### src/rtl/apb_slave_regs.sv
// apb_slave_regs: APB completer with a bank of DEPTH x DATA_W registers,
// word-aligned decode, pslverr on bad address, optional wait states.
// Ports: pclk, preset (sync, active-high), pselx/penable/pwrite/paddr/pwdata
// in; prdata/pready/pslverr out (all registered).
// Macro APB_SLV_WAIT_EN: when defined, WAIT_CYCLES wait states per transfer
// via a 4-bit down-counter; otherwise every transfer is zero-wait.
module apb_slave_regs #(
  parameter int ADDR_W      = 8,
  parameter int DATA_W      = 32,
  parameter int DEPTH       = 16,
  parameter int WAIT_CYCLES = 2
) (
  input  logic              pclk,
  input  logic              preset,
  input  logic              pselx,
  input  logic              penable,
  input  logic              pwrite,
  input  logic [ADDR_W-1:0] paddr,
  input  logic [DATA_W-1:0] pwdata,
  output logic [DATA_W-1:0] prdata,
  output logic              pready,
  output logic              pslverr
);

  localparam int IDX_W = ADDR_W - 2;
  localparam int MEM_W = $clog2(DEPTH);

`ifdef APB_SLV_WAIT_EN
  localparam logic [3:0] W = 4'(WAIT_CYCLES);
`else
  // Parameter kept legal but has no effect in this build.
  localparam logic [3:0] W = 4'(WAIT_CYCLES & 0);
`endif

  typedef enum logic {
    S_IDLE,
    S_ACCESS
  } state_t;

  state_t            r_state;
  logic [ADDR_W-1:0] r_addr;
  logic              r_write;
  logic [DATA_W-1:0] r_wdata;
  logic [DATA_W-1:0] r_mem [DEPTH];
  logic [DATA_W-1:0] r_prdata;
  logic              r_pready;
  logic              r_pslverr;
`ifdef APB_SLV_WAIT_EN
  logic [3:0]        r_wcnt;
`endif

  logic [ADDR_W-1:0] w_addr;
  logic              w_write;
  logic [IDX_W-1:0]  w_idx;
  logic [MEM_W-1:0]  w_slot;
  logic              w_err;
  logic [DATA_W-1:0] w_rd_data;

  // In IDLE the response (zero-wait case) is built from the live bus,
  // which is being latched on the same edge; afterwards from the latch.
  assign w_addr  = (r_state == S_IDLE) ? paddr : r_addr;
  assign w_write = (r_state == S_IDLE) ? pwrite : r_write;
  assign w_idx   = w_addr[ADDR_W-1:2];
  assign w_slot  = w_idx[MEM_W-1:0];
  assign w_err   = (w_addr[1:0] != 2'b00) ||
                   (32'(w_idx) >= 32'(DEPTH));
  assign w_rd_data = (!w_write && !w_err) ? r_mem[w_slot] : '0;

  assign prdata  = r_prdata;
  assign pready  = r_pready;
  assign pslverr = r_pslverr;

  always_ff @(posedge pclk) begin
    if (preset) begin
      r_state   <= S_IDLE;
      r_addr    <= '0;
      r_write   <= 1'b0;
      r_wdata   <= '0;
      r_prdata  <= '0;
      r_pready  <= 1'b0;
      r_pslverr <= 1'b0;
`ifdef APB_SLV_WAIT_EN
      r_wcnt    <= '0;
`endif
      for (int i = 0; i < DEPTH; i++) begin
        r_mem[i] <= '0;
      end
    end else begin
      case (r_state)
        S_IDLE: begin
          // pselx with penable in IDLE is a protocol error: ignored.
          if (pselx && !penable) begin
            r_addr  <= paddr;
            r_write <= pwrite;
            r_wdata <= pwdata;
            r_state <= S_ACCESS;
`ifdef APB_SLV_WAIT_EN
            r_wcnt  <= W;
`endif
            if (W == 4'd0) begin
              r_pready  <= 1'b1;
              r_pslverr <= w_err;
              r_prdata  <= w_rd_data;
            end
          end
        end
        S_ACCESS: begin
          if (r_pready) begin
            if (r_write && !w_err) begin
              r_mem[w_slot] <= r_wdata;
            end
            r_pready  <= 1'b0;
            r_pslverr <= 1'b0;
            r_prdata  <= '0;
            r_state   <= S_IDLE;
          end else if (!pselx) begin
            r_state <= S_IDLE;
          end else begin
`ifdef APB_SLV_WAIT_EN
            r_wcnt <= r_wcnt - 4'd1;
            if (r_wcnt == 4'd1) begin
              r_pready  <= 1'b1;
              r_pslverr <= w_err;
              r_prdata  <= w_rd_data;
            end
`endif
          end
        end
        default: r_state <= S_IDLE;
      endcase
    end
  end

endmodule

### config.mk
export PLATFORM = sky130hd
export DESIGN_NAME = apb_slave_regs
export DESIGN_NICKNAME = d
export VERILOG_FILES = /design/src/rtl/apb_slave_regs.sv
export SDC_FILE = /design/constraint.sdc
export NUM_CORES = 1
export LEC_CHECK = 0
export BUFFER_PORTS_ARGS = -buffer_cell sky130_fd_sc_hd__buf_2
export CAP_MARGIN = 20
export CORE_ASPECT_RATIO = 1.1
export CORE_MARGIN = 2
export CORE_UTILIZATION = 56
export CTS_BUF_LIST = sky130_fd_sc_hd__clkbuf_8
export CTS_CLUSTER_DIAMETER = 100
export DETAILED_ROUTE_END_ITERATION = 16
export GPL_ROUTABILITY_DRIVEN = 1
export PLACE_DENSITY_LB_ADDON = 0.05
export SETUP_SLACK_MARGIN = 0.2
export SLEW_MARGIN = 20
export SYNTH_ARGS = -nofsm -noshare
export SYNTH_HDL_FRONTEND = slang
export SYNTH_SLANG_ARGS = --single-unit
### constraint.sdc
create_clock -name pclk -period 8.2 [get_ports pclk]
set_input_delay 2.05 -clock pclk [delete_from_list [all_inputs] [get_ports pclk]]
set_output_delay 2.05 -clock pclk [all_outputs]
set_load 0.01 [all_outputs]
Yosys cells after proc, flatten, opt, wreduce, memory -nomap -nowiden

Memories as Yosys holds them, arrays and structs flattened.
Index checks and enable logic that the tools add are counted.

Eq/ne operators: 2
Multiplexer cells: 25
Bitwise operators: 1
Magnitude comparators: 1
Reductions and logical operators: 11

Operator list:

| operator                                                          | number |
|---|---|
| two-way mux 32 bit                                                | 4 |
| one-hot mux 32 bit (2 select lines)                               | 1 |
| OR reduction 32 bit                                               | 1 |
| two-way mux 1 bit                                                 | 15 |
| two-way mux 8 bit                                                 | 1 |
| greater-or-equal comparator 6 x 5 -> 1 bit, second input constant | 1 |
| one-hot mux 1 bit (2 select lines)                                | 3 |
| two-way mux 4 bit                                                 | 1 |
| != test 2 x 1 -> 1 bit, second input constant                     | 2 |
| AND reduction 2 bit                                               | 2 |
| logical AND 1 bit                                                 | 3 |
| zero test 1 bit                                                   | 3 |
| nonzero test 2 bit                                                | 1 |
| logical OR 1 bit                                                  | 1 |
| inverter 1 bit                                                    | 1 |

Memories kept: 1
Output and inout bits: 34
Bits in registers: 76
Bits in writable memories: 512
Word-level logic and storage cells: 48
Bits of input ports: 45

Memories:

| memory | words | bits a word | rd ports | clocked after Yosys merged registers in | wr ports | RTL line | text |
|---|---|---|---|---|---|---|---|
| r_mem  | 16    | 32          | 1        | 0                                       | 16       | 44       | `logic [DATA_W-1:0] r_mem [DEPTH];` |

Depth between registers and ports, before layout

Word-level depth: 12
Gate-level depth with buffers: 10
Gate-level depth less buffers: 5

Least setup slack after synthesis

No wires, ideal clock.

Path type: input -> register
Start: input port paddr[0]
End: memory r_mem[11][0], enable pin
Stages on the path: 5
Required time: 7.825 ns
Data arrival time: 3.729 ns
Path slack: 4.096 ns
Buffers on the path: 0
Setup time: 0.375 ns
Cell sequence: or4_4 nor2_4 nor2_4 nor4_4 or2_2

RTL lines:

| item        | RTL line | text |
|---|---|---|
| from (decl) | 18       | `input logic [ADDR_W-1:0] paddr,` |
| to (decl)   | 44       |  |

==> out/results.tsv <==
stage	metric	value	unit
status	status	completed	
worst_setup_path	Worst Path Max Fanout	48	
routing	DR DRC count	0	
yosys	Post-Syn Nets	2248	
pwr	VDD IR max	0.2489	mV
routing	vias per std cell	5.749	
place	port bufs	78	
layout	Syn-to-layout area delta	9.263	%
flow_run	total of max-cap violations	0	
clock_network	Post-CTS Resized	0	
die	Starting Density	56.63	%
sta	Final setup viols	0	
yosys	number of flops mapped to enable cells by yosys	512	
grt	gr usage total	27.91	%
die	I/O Pins	79	
sta	Hold Fails Final Rpt	0	
clock_network	TritonCTS buffer count	94	
clock_network	clock-pin transition on the worst setup and hold timing paths	60	ps
layout	filler instances	3648	
routing	via count	16700	
place	Final HPWL DP	36470	um
yosys	Seq cells post-synth	588	
sta	min Tclk post-route	4550	ps
worst_setup_path	path depth of the worst reg2reg path	6	
yosys	sequential cell area fraction in the yosys report	63.98	%
grt	met1 usage	37.19	%
grt	busiest grt layer	met2	
yosys	Distinct cells, synth	54	
min_path	Hold Path Depth	2	
grt	vias in the first global route	16740	
sta	final critical-path share of the clock period	55.49	%
clock_network	Worst-Skew Late Latency	670	ps
die	die area	48910	um^2
yosys	top-area cell type share of the netlist area	58.22	%
place	Placer Congestion	0.7877	
routing	WL/cell	22.95	um
clock_network	Max clock buf depth	3	
sta	RSZ-0062 raised after global routing	false	
sta	relative slew slack	22.53	%
sta	worst slew pin tran	1162	ps
sta	setup TNS	0	ps
die	Die Ht	231.8	um
clock_network	Setup Buffers After CTS	0	
min_path	worst hold path class	flop to flop	
yosys	warnings from Yosys	0	
sta	Clock Skew	17.41	ps
layout	multi-input logic area	8752	um^2
worst_setup_path	CP required	8480	ps
yosys	Main synth FF type	edfxtp_1	
worst_setup_path	crit end category	flop	
routing	Initial DRC Count	1188	
worst_setup_path	crit path launch type	input pin	
yosys	top cells by count, synth	and2_1 (517), edfxtp_1 (512), nand2_1 (420)	
layout	FF/Latch Area	16900	um^2
pwr	Leak Pwr	11.07	nW
routing	antenna-violating nets left	0	
clock_network	clock tree sinks	588	
grt	largest net degree at the start of global routing	156	
pwr	Power, Total	6.173	mW
die	row cnt	83	
sta	fin. max-slew vios	0	
yosys	asr flop ratio synth	0	%
yosys	most common cell in the netlist	and2_1	
grt	global-route wire length before repair	101300	um
sta	fmax	219.8	MHz
layout	final net count	2274	
worst_setup_path	Worst EP arrival	4830	ps
clock_network	H-tree levels	3	
yosys	Post-Syn Area per Cell	11.99	um^2
grt	M2 GR Usage	47.57	%
grt	met3 usage	3.625	%
clock_network	CTS tree	yes	
yosys	dominant cell type by area after synthesis	edfxtp_1	
yosys	synth top area cells	edfxtp_1 (58%), and2_1 (12%), nand2_1 (6.0%)	
routing	DR pass1 iterations	6	
clock_network	root buf cell	clkbuf_8	
grt	global route total overflow	0	
routing	final wirelength	66640	um
pwr	Power Density	213.9	nW/um^2
yosys	Post-Syn Area	26410	um^2
die	Die X	211.0	um
clock_network	hold bufs inserted after CTS	0	
worst_setup_path	critical path class	input pin to flop	
layout	final core occ	61.88	%
layout	share of post-route cells with drive strength above 1	12.28	%
grt	antenna violations before repair	0	
yosys	Mapped Cells	2203	
die	Core Region	46630	um^2
where the power goes:
part           total (mW)  internal (mW)  switching (mW)
sequential           3.40           3.34          0.0600
combinational       0.408          0.117           0.290
clock                2.37           1.23            1.14
path summary, 6_finish.rpt:
check,to,from,slack [ps]
worst min-delay path,r_addr[7]$_SDFFE_PP0P_,r_addr[7]$_SDFFE_PP0P_,460
worst max register to register,r_mem[1][9]$_SDFFCE_PN0P_,r_state$_SDFF_PP0_,3910
worst min register to register,r_addr[7]$_SDFFE_PP0P_,r_addr[7]$_SDFFE_PP0P_,460
worst max-delay path,r_mem[1][9]$_SDFFCE_PN0P_,paddr[3],3650
cell type report:
cell class / instances / share of cell area (%)
inverters: 4 / 0.05204
flip-flops and latches: 588 / 58.56
multi-input cells: 1431 / 30.33
clock inverters: 67 / 1.132
clock buffers: 105 / 5.009
diodes: 4 / 0.03469
repair buffers: 110 / 2.298
well taps: 595 / 2.580
registers in the layout, indices dropped and copies added, names as in the netlist:
name,flops
r_write,1
pslverr,1
r_addr,8
pready,1
r_mem,512
prdata,32
r_wdata,32
r_state,1
critical path, stage by stage:
cell	delay, ps
buf_2	120
mux2i_4	140
buf_4	730
nand2_1	260
nor3_4	170
buf_4	410
or2_2	870
layer usage:
layer	routed length (um)	vias to the layer above
li1	-	7751
met4	1556	0
met1	28250	8307
met3	3619	110
met2	33220	527
met5	0	-
kinds of logic after synthesis:
family                 after synthesis  share of synthesized area (%)
multiplexers                       135                          5.302
buffers and inverters              184                          3.340
flip-flops                         588                          63.98
AO/OA/AOI/OAI                      183                          4.914
AND/OR/NAND/NOR                   1113                          22.46
stage by stage:
| stage | area, um^2 | hold slack [ps] | setup WS (ps) | instances |
|---|---|---|---|---|
| floorplan | 26410 | 430.6 | 4096 | 2203 |
| global placement | 27040 | 445.7 | 2996 | 2727 |
| detailed placement | 27040 | 447.1 | 2935 | 2727 |
| CTS | 28810 | 458.9 | 3665 | 2899 |
| global route | 28840 | 478.7 | 3471 | 2900 |
| finish | 28850 | 459.1 | 3650 | 2904 |
layout by cell type (no fill, tap or decap), drive strengths merged, types with 2 or more instances in the layout:
master	count
a2111oi	4
o211ai	2
or2	16
o31ai	31
a32oi	30
nor2b	2
nor3	9
mux2i	127
mux2	6
and2	517
clkbuf	105
mux4	2
clkinv	20
nor2	10
clkinvlp	3
a21oi	76
nor4	7
nor3b	4
nand2	421
o2111ai	30
a31oi	3
nand3	121
dfxtp	76
diode	4
edfxtp	512
bufinv	2
buf	110
inv	46
Note: power is estimated with default switching activity, not from simulation.
